File: src/rtl/hash_table_pkg.sv
// hash_table_pkg: shared types for the hash-table pipeline.
//   ht_pdata_t      - command travelling down the pipeline (bucket, head pointer)
//   head_ram_data_t - one head-table word {ptr, val}
//   ht_attach_head  - returns a command with the head-table word attached
package hash_table_pkg;

    localparam int BUCKET_WIDTH   = 4;
    localparam int HEAD_PTR_WIDTH = 8;
    localparam int KEY_WIDTH      = 16;

    typedef enum logic [1:0] {
        HT_CMD_SEARCH = 2'd0,
        HT_CMD_INSERT = 2'd1,
        HT_CMD_DELETE = 2'd2,
        HT_CMD_NOP    = 2'd3
    } ht_cmd_e;

    typedef struct packed {
        ht_cmd_e                   cmd;
        logic [KEY_WIDTH-1:0]      key;
        logic [BUCKET_WIDTH-1:0]   bucket;
        logic [HEAD_PTR_WIDTH-1:0] head_ptr;
        logic                      head_ptr_val;
    } ht_pdata_t;

    typedef struct packed {
        logic [HEAD_PTR_WIDTH-1:0] ptr;
        logic                      val;
    } head_ram_data_t;

    typedef enum logic {
        ST_INIT = 1'b0,
        ST_RUN  = 1'b1
    } ht_state_e;

    function automatic ht_pdata_t ht_attach_head(input ht_pdata_t p, input head_ram_data_t h);
        ht_pdata_t r;
        r              = p;
        r.head_ptr     = h.ptr;
        r.head_ptr_val = h.val;
        return r;
    endfunction

endpackage

File: src/rtl/head_table_ram.sv
// head_table_ram: simple dual-port head-table RAM, 2^BUCKET_WIDTH words.
//   clk_i      - clock
//   wr_en_i    - write strobe
//   wr_addr_i  - write address
//   wr_data_i  - write data {ptr, val}
//   rd_addr_i  - read address, sampled every cycle
//   rd_data_o  - registered read data, one cycle after rd_addr_i
// A read and write to the same address in one cycle returns the old word;
// the caller forwards the new word itself.
module head_table_ram
    import hash_table_pkg::*;
(
    input  logic                    clk_i,
    input  logic                    wr_en_i,
    input  logic [BUCKET_WIDTH-1:0] wr_addr_i,
    input  head_ram_data_t          wr_data_i,
    input  logic [BUCKET_WIDTH-1:0] rd_addr_i,
    output head_ram_data_t          rd_data_o
);

    localparam int DEPTH = 1 << BUCKET_WIDTH;

    head_ram_data_t mem_q [DEPTH];
    head_ram_data_t rd_data_d;
    head_ram_data_t rd_data_q;

    always_comb begin
        rd_data_d = mem_q[rd_addr_i];
    end

    always_ff @(posedge clk_i) begin
        if (wr_en_i) begin
            mem_q[wr_addr_i] <= wr_data_i;
        end
        rd_data_q <= rd_data_d;
    end

    assign rd_data_o = rd_data_q;

endmodule

File: src/rtl/head_table.sv
// head_table: reads the bucket head pointer for each command and attaches it.
//   clk_i / rst_i        - clock, synchronous active-high reset
//   pdata_in_*           - command in (valid/ready), bucket field valid
//   pdata_out_*          - command out (valid/ready) with head_ptr/head_ptr_val
//   head_wr_*            - head-table update port from insert/delete logic
//   init_done_o          - table cleared and accepting commands
// Latency is 2 cycles: RAM read, then register into the skid buffer.
// Updates are forwarded to the RAM-stage read and to buffered commands, so an
// emitted head pointer always reflects every write made before it is shown.
// Build option HT_HEAD_TABLE_INIT_EN: sweep the table to zero after reset;
// otherwise the RAM relies on power-up zero and RUN starts right away.
module head_table
    import hash_table_pkg::*;
#(
    parameter int SKID_DEPTH = 2
) (
    input  logic                      clk_i,
    input  logic                      rst_i,
    input  ht_pdata_t                 pdata_in_i,
    input  logic                      pdata_in_valid_i,
    output logic                      pdata_in_ready_o,
    output ht_pdata_t                 pdata_out_o,
    output logic                      pdata_out_valid_o,
    input  logic                      pdata_out_ready_i,
    input  logic                      head_wr_en_i,
    input  logic [BUCKET_WIDTH-1:0]   head_wr_addr_i,
    input  logic [HEAD_PTR_WIDTH-1:0] head_wr_ptr_i,
    input  logic                      head_wr_ptr_val_i,
    output logic                      init_done_o
);

    localparam int CNT_W = $clog2(SKID_DEPTH + 1);
    localparam int PTR_W = (SKID_DEPTH > 1) ? $clog2(SKID_DEPTH) : 1;

    function automatic logic [PTR_W-1:0] ptr_inc(input logic [PTR_W-1:0] p);
        return (p == PTR_W'(SKID_DEPTH - 1)) ? '0 : p + PTR_W'(1);
    endfunction

    ht_state_e state_q, state_d;
`ifdef HT_HEAD_TABLE_INIT_EN
    logic [BUCKET_WIDTH-1:0] init_cnt_q, init_cnt_d;
`endif

    // RAM stage: command whose head word is being read this cycle
    logic           s1_vld_q, s1_vld_d;
    ht_pdata_t      s1_pdata_q, s1_pdata_d;
    // write that hit the read address in the issue cycle (RAM returns old data)
    logic           fwd_hit_q, fwd_hit_d;
    head_ram_data_t fwd_data_q, fwd_data_d;

    ht_pdata_t        skid_q [SKID_DEPTH];
    ht_pdata_t        skid_d [SKID_DEPTH];
    logic [PTR_W-1:0] rd_ptr_q, rd_ptr_d, wr_ptr_q, wr_ptr_d;
    logic [CNT_W-1:0] cnt_q, cnt_d;

    logic                    run, wr_en, in_fire, pop, push;
    logic [CNT_W:0]          occ;
    head_ram_data_t          wr_data, s1_head, ram_rd_data, ram_wdata;
    logic                    ram_we;
    logic [BUCKET_WIDTH-1:0] ram_waddr;

    // ---------------- control / flow ----------------
    always_comb begin
        run     = (state_q == ST_RUN) && !rst_i;
        wr_en   = run && head_wr_en_i;
        wr_data = '{ptr: head_wr_ptr_i, val: head_wr_ptr_val_i};
        pop     = (cnt_q != '0) && pdata_out_ready_i;
        // occupancy net of this cycle's pop keeps 1/cycle with SKID_DEPTH=2
        occ     = (CNT_W+1)'(cnt_q) + (CNT_W+1)'(s1_vld_q) - (CNT_W+1)'(pop);
        pdata_in_ready_o  = run && (occ < (CNT_W+1)'(SKID_DEPTH));
        in_fire           = pdata_in_valid_i && pdata_in_ready_o;
        pdata_out_valid_o = (cnt_q != '0);
        pdata_out_o       = skid_q[rd_ptr_q];
        init_done_o       = (state_q == ST_RUN);
    end

    // ---------------- FSM + RAM write port ----------------
    always_comb begin
        state_d   = state_q;
        ram_we    = wr_en;
        ram_waddr = head_wr_addr_i;
        ram_wdata = wr_data;
`ifdef HT_HEAD_TABLE_INIT_EN
        init_cnt_d = init_cnt_q;
        if (state_q == ST_INIT) begin
            ram_we     = 1'b1;
            ram_waddr  = init_cnt_q;
            ram_wdata  = '0;
            init_cnt_d = init_cnt_q + BUCKET_WIDTH'(1);
            if (&init_cnt_q) begin
                state_d = ST_RUN;
            end
        end
`else
        if (state_q == ST_INIT) begin
            state_d = ST_RUN;
        end
`endif
    end

    head_table_ram u_ram (
        .clk_i     (clk_i),
        .wr_en_i   (ram_we),
        .wr_addr_i (ram_waddr),
        .wr_data_i (ram_wdata),
        .rd_addr_i (pdata_in_i.bucket),
        .rd_data_o (ram_rd_data)
    );

    // ---------------- read pipeline + skid buffer ----------------
    always_comb begin
        s1_vld_d   = in_fire;
        s1_pdata_d = in_fire ? pdata_in_i : s1_pdata_q;
        fwd_hit_d  = wr_en && (head_wr_addr_i == pdata_in_i.bucket);
        fwd_data_d = wr_data;

        // newest source wins: write this cycle, then issue-cycle write, then RAM
        s1_head = fwd_hit_q ? fwd_data_q : ram_rd_data;
        if (wr_en && (head_wr_addr_i == s1_pdata_q.bucket)) begin
            s1_head = wr_data;
        end
        push = s1_vld_q;

        skid_d = skid_q;
        for (int i = 0; i < SKID_DEPTH; i++) begin
            if (wr_en && (skid_q[i].bucket == head_wr_addr_i)) begin
                skid_d[i].head_ptr     = head_wr_ptr_i;
                skid_d[i].head_ptr_val = head_wr_ptr_val_i;
            end
        end
        if (push) begin
            skid_d[wr_ptr_q] = ht_attach_head(s1_pdata_q, s1_head);
        end

        wr_ptr_d = push ? ptr_inc(wr_ptr_q) : wr_ptr_q;
        rd_ptr_d = pop  ? ptr_inc(rd_ptr_q) : rd_ptr_q;
        cnt_d    = cnt_q + CNT_W'(push) - CNT_W'(pop);
    end

    always_ff @(posedge clk_i) begin
        if (rst_i) begin
            state_q    <= ST_INIT;
`ifdef HT_HEAD_TABLE_INIT_EN
            init_cnt_q <= '0;
`endif
            s1_vld_q   <= 1'b0;
            fwd_hit_q  <= 1'b0;
            rd_ptr_q   <= '0;
            wr_ptr_q   <= '0;
            cnt_q      <= '0;
        end else begin
            state_q    <= state_d;
`ifdef HT_HEAD_TABLE_INIT_EN
            init_cnt_q <= init_cnt_d;
`endif
            s1_vld_q   <= s1_vld_d;
            fwd_hit_q  <= fwd_hit_d;
            rd_ptr_q   <= rd_ptr_d;
            wr_ptr_q   <= wr_ptr_d;
            cnt_q      <= cnt_d;
        end
    end

    // payload registers are qualified by the valid/count state above
    always_ff @(posedge clk_i) begin
        s1_pdata_q <= s1_pdata_d;
        fwd_data_q <= fwd_data_d;
        skid_q     <= skid_d;
    end

endmodule
File: config.mk
export PLATFORM = sky130hd
export DESIGN_NAME = head_table
export DESIGN_NICKNAME = d
export VERILOG_FILES = /design/src/rtl/hash_table_pkg.sv /design/src/rtl/head_table_ram.sv /design/src/rtl/head_table.sv
export SDC_FILE = /design/constraint.sdc
export NUM_CORES = 1
export LEC_CHECK = 0
export ABC_AREA = 1
export ABC_CLOCK_PERIOD_IN_PS = 11910
export CORE_UTILIZATION = 61
export CTS_CLUSTER_DIAMETER = 200
export CTS_CLUSTER_SIZE = 40
export DETAILED_ROUTE_END_ITERATION = 10
export PLACE_DENSITY = 0.83
export SETUP_SLACK_MARGIN = 0.3
export SYNTH_ARGS = -nofsm -noshare
export SYNTH_HDL_FRONTEND = slang
export SYNTH_SLANG_ARGS = --single-unit
export TNS_END_PERCENT = 1
File: constraint.sdc
create_clock -name clk_i -period 11.91 [get_ports clk_i]
set_clock_uncertainty 0.15 [all_clocks]
set_input_delay 2.382 -clock clk_i [delete_from_list [all_inputs] [get_ports clk_i]]
set_output_delay 2.382 -clock clk_i [all_outputs]
set_load 0.01 [all_outputs]
# After elaboration in Yosys (flattened, before gate mapping)

Memories as Yosys holds them, arrays and structs flattened. A register that Yosys moved wholly into a read port is not among the register bits.
Index checks and enable logic that the tools add are counted.

Bits in registers: 100
Bits in writable memories: 144
Input bits: 49
Output and inout port bits: 34
Word-level logic and storage cells: 66
Memories: 1

Memory list:

| memory      | depth | bits a word | rd ports | clocked after Yosys merged registers in | wr ports | line                 | text |
|---|---|---|---|---|---|---|---|
| u_ram.mem_q | 16    | 9           | 1        | 1                                       | 1        | head_table_ram.sv:23 | `head_ram_data_t mem_q [DEPTH];` |

Add/subtract/negate cells: 6
Magnitude comparators: 4
Eq/ne operators: 4
Multiplexer cells: 16
Bitwise logic cells: 2
Reduce and logical (&&, ||, !) cells: 12

Operators with widths:

| cell                                                                 | number |
|---|---|
| 31-bit two-way mux                                                   | 4 |
| 62-bit bitwise mux                                                   | 1 |
| 40-bit two-way mux                                                   | 1 |
| 9-bit two-way mux                                                    | 4 |
| 31-bit demux with 1-bit select                                       | 1 |
| 4-bit == test                                                        | 4 |
| 1-bit logical AND                                                    | 10 |
| 1-bit two-way mux                                                    | 5 |
| 2-bit greater-or-equal comparator, second input constant             | 2 |
| 1-bit NOT with 2-bit output                                          | 2 |
| 2-bit by 1-bit adder with 3-bit output                               | 1 |
| 3-bit by 2-bit < comparator with 1-bit output, second input constant | 1 |
| 3-bit by 1-bit subtractor with 3-bit output                          | 1 |
| 1-bit adder, second input constant                                   | 2 |
| 2-bit by 1-bit adder with 2-bit output                               | 1 |
| 2-bit by 1-bit < comparator with 1-bit output, second input constant | 1 |
| 2-bit nonzero test                                                   | 1 |
| 2-bit by 1-bit subtractor with 2-bit output                          | 1 |
| 1-bit zero test                                                      | 1 |

# Longest topological paths before layout

Word-level depth: 7
Depth in mapped cells: 10
Mapped depth without buffers: 10

# Cells and area by module

From an unflattened synthesis, not the netlist that was laid out.

Cell total of the unflattened synthesis: 1046
Area total of the unflattened synthesis: 10792.9 µm²

By module, submodules not included:

| module         | instances | cells an instance | area an instance (µm²) | sequential area each (µm²) |
|---|---|---|---|---|
| head_table_ram | 1         | 615               | 6502.5                 | 4504.3 |
| head_table     | 1         | 431               | 4290.4                 | 2662.6 |

# Least setup slack after synthesis

OpenSTA, ideal clock, no wires.

Path kind: input port to output port
From: input pdata_out_ready_i
To: output pdata_in_ready_o
Arrival: 3752 ps
Data required time: 9378 ps
Setup slack: 5626 ps
Cell stages on the path: 9
Path buffers: 0
Cell sequence: nand2_1 -> inv_1 -> ha_1 -> inv_1 -> ha_1 -> fa_1 -> inv_1 -> nand3_1 -> nor2_1

Word-level cells in the longest chain between the ends: 4

Ends and longest elaborated chain:

| item                                          | line             | text |
|---|---|---|
| start: declaration                            | head_table.sv:24 | `input logic pdata_out_ready_i,` |
| 1-bit logical AND                             | head_table.sv:67 | `pop = (cnt_q != '0) && pdata_out_ready_i;` |
| via pop                                       | head_table.sv:56 | `logic run, wr_en, in_fire, pop, push;` |
| 3-bit by 1-bit subtractor with 3-bit output   | head_table.sv:69 | `occ = (CNT_W+1)'(cnt_q) + (CNT_W+1)'(s1_vld_q) - (CNT_W+1)'(pop);` |
| 3-bit by 2-bit < comparator with 1-bit output | head_table.sv:70 | `pdata_in_ready_o = run && (occ < (CNT_W+1)'(SKID_DEPTH));` |
| 1-bit logical AND                             | head_table.sv:70 |  |
| end: declaration                              | head_table.sv:21 | `output logic pdata_in_ready_o,` |

The timed path passes the listed nets, and every way through them passes these cells.

# Worst setup path in the final report

Ends and elaborated chain as after synthesis.

==> impl_metrics.py <==
metrics = {
    "timing": {
        "fin_crit_ns": 7.350,
        "slew_viol_final": 0,
        "setup_viol_count_final": 0,
        "worst_pin_slew_ns": 0.9551,
        "setup_slack_ns": 4.560,
        "finalHoldViolCount": 0,
        "tns_ns": 0,
        "rsz0062_at_grt": "false",
        "relSlewSlack_pct": 36.09,
        "fin_crit_sh_pct": 61.71,
        "max_freq_ghz": 0.1361,
    },
    "clock_network": {
        "cts_buffers": 10,
        "cts_root_buf": "clkbuf_16",
        "clockBufferDepth": 3,
        "clk_latency_ns": 0.47,
        "cts.htree.levels": 1,
        "clock_sinks": 253,
        "cts.clk_slew.worst_paths_ns": 0.13,
        "post-cts-setup-buffer-count": 0,
        "cts_hold_buf": 0,
        "cts_resized": 0,
        "cts_tree": "done",
    },
    "route": {
        "vias": 6834,
        "ant_nets": 0,
        "wirelength_mm": 21.41,
        "drt-wirelength-per-cell_um": 18.47,
        "dr.pass1.iters": 5,
        "drt_iter0_drc": 865,
        "avgViaCountPerCell": 5.896,
        "drc": 0,
    },
    "placed_design": {
        "pre_cts_ws_ns": 4.571,
        "dp.final_hpwl_mm": 13.22,
        "gp_congestion": 0.8012,
        "port_buffers": 73,
        "dp_cells": 1143,
    },
    "synth": {
        "synth_top_area_cell": "edfxtp_1",
        "ys_async_sr_fraction_pct": 0,
        "yosysMostFrequentCell": "edfxtp_1",
        "syn-cell-area_um2": 10310,
        "syn_inst": 881,
        "synth.area.top_cells": "edfxtp_1, dfxtp_1, nand2_1",
        "synth_edf_count": 210,
        "ys.warnings.count": 0,
        "synth_fp_nets": 933,
        "synth.distinct_cells": 37,
        "netlist_top_cells_count": "edfxtp_1, nand2_1, nor2_1, o21ai_0, nand3_1",
        "synth-seq-area-share_pct": 69.51,
        "synth-seq-cells": 253,
        "ys.flop_type": "edfxtp_1",
        "synth.avg_cell_area_um2": 11.70,
        "netlist.area_leader.share_pct": 61.16,
    },
    "global_route": {
        "track_usage_pct": 24.51,
        "grt_pass1_wl_mm": 33.28,
        "grt_max_degree": 82,
        "antenna_found_initial": 0,
        "grt_remaining_overflow": 0,
        "first_global_vias": 6675,
    },
    "floorplan": {
        "die_w_um": 132.0,
        "start_util_pct": 62.40,
        "die_height_um": 132.0,
        "core_area_um2": 16520,
        "dieArea_um2": 17430,
        "ios": 83,
        "rows": 47,
    },
    "worst_hold_path": {
        "hold_path_class": "flip-flop to flip-flop",
    },
    "worst_setup_path": {
        "crit_required_ns": 9.38,
        "crit_arrival_ns": 4.82,
        "worstSetupPathType": "primary input to output port",
        "start_kind": "primary input",
        "crit_fanout": 3,
        "cp-end-kind": "output port",
    },
    "pwr": {
        "p_leak_nw": 4.158,
        "powerDensity_nw_per_um2": 162.2,
        "peakVddDrop_mv": 0.1476,
    },
    "job": {
        "cap_violations": 0,
    },
    "layout": {
        "finalNetCount": 987,
        "final_cells": 1159,
        "drive_above_1_share_pct": 7.135,
        "area_growth_pct": 11.69,
        "antenna_cells": 0,
        "final_util_pct": 69.69,
    },
    "outcome": {
        "status": "complete, no violations",
    },
}
## per-stage QoR
stage,power (W),cell area (um^2),hold WS [ns]
final,0.001868,11520,0.3135
after global routing,0.001937,11520,0.3279
after CTS,0.001870,11520,0.3114
after detailed placement,0.001456,11200,0.2799
after global placement,0.001441,11200,0.2716
after floorplan,0.001281,10310,0.2715
## final timing paths
| check | start | endpoint | slack, ns | depth (start not counted) |
|---|---|---|---|---|
| worst max-delay path | pdata_out_ready_i | pdata_in_ready_o | 4.56 | 11 |
| worst min register to register | s1_pdata_q[29]$_DFFE_PP_ | skid_q[29]$_DFFE_PP_ | 0.31 | 0 |
| worst min-delay path | s1_pdata_q[29]$_DFFE_PP_ | skid_q[29]$_DFFE_PP_ | 0.31 | 0 |
| worst max register to register | cnt_q[1]$_SDFF_PP0_ | s1_pdata_q[17]$_DFFE_PP_ | 8.58 | 11 |
## flip-flops by register name (all words and copies together) (netlist names)
| register | cells |
|---|---|
| cnt_q | 2 |
| init_done_o | 1 |
| s1_pdata_q | 22 |
| wr_ptr_q | 1 |
| u_ram.rd_data_o | 9 |
| u_ram.mem_q | 144 |
| fwd_hit_q | 1 |
| skid_q | 62 |
| push | 1 |
| fwd_data_q | 9 |
| rd_ptr_q | 1 |
## cells by family (layout without fill, tap and decap cells)
logic type / after synthesis / after routing / share of synthesized area [%]
AO/OA/AOI/OAI: 129 / 129 / 7.171
XOR/XNOR: 5 / 5 / 0.8616
adder cells (fa/ha/maj): 3 / 3 / 0.4368
buffers and inverters: 98 / 156 / 3.919
flip-flops: 253 / 253 / 69.51
multiplexers: 9 / 9 / 0.9465
AND/OR/NAND/NOR: 384 / 384 / 17.16
## final cells by class
class | count | area, um^2
multi-input combinational | 530 | 2748
fill | 1093 | 5009
timing repair buffer | 82 | 788.3
clock buffer | 15 | 290.3
clock inverter | 1 | 30.03
tap | 220 | 275.3
inverter | 58 | 217.7
sequential | 253 | 7167
## power breakdown
group | total [W] | internal, W | switching, W
logic | 0.000387 | 0.000164 | 0.000223
registers | 0.00105 | 0.00103 | 0.0000253
clock network | 0.000430 | 0.000177 | 0.000253
total | 0.00187 | 0.00137 | 0.000501
## critical path, cell delays in order
cell and delay [ns]:
clkdlybuf4s50_1 0.40, nand2_1 0.11, inv_1 0.05, ha_1 0.27, inv_1 0.04, ha_1 0.18, fa_1 0.44, inv_1 0.10
nand3_1 0.14, nor2_1 0.16, clkdlybuf4s50_1 0.55
## placed cells by master (no fill, tap or decap), drive strengths merged, types with 2 or more instances in the layout
master         instances
edfxtp               210
o211ai                36
mux2                   6
ha                     2
clkinv                 4
nand4                 26
nor2                 124
dfxtp                 43
clkbuf                15
nand2                169
nand3                 59
buf                   11
mux2i                  3
clkdlybuf4s50         71
xnor2                  4
a21oi                  7
nor3b                  2
o21ai                 85
or2                    2
inv                   55
## per-layer routing
layer  track usage, %  routed length [um]
met1            32.23                8789
met2            42.00               10730
met3            3.114                1291
met4            9.238                 592
met5                0                   0
Note: power is estimated with default switching activity, not from simulation.
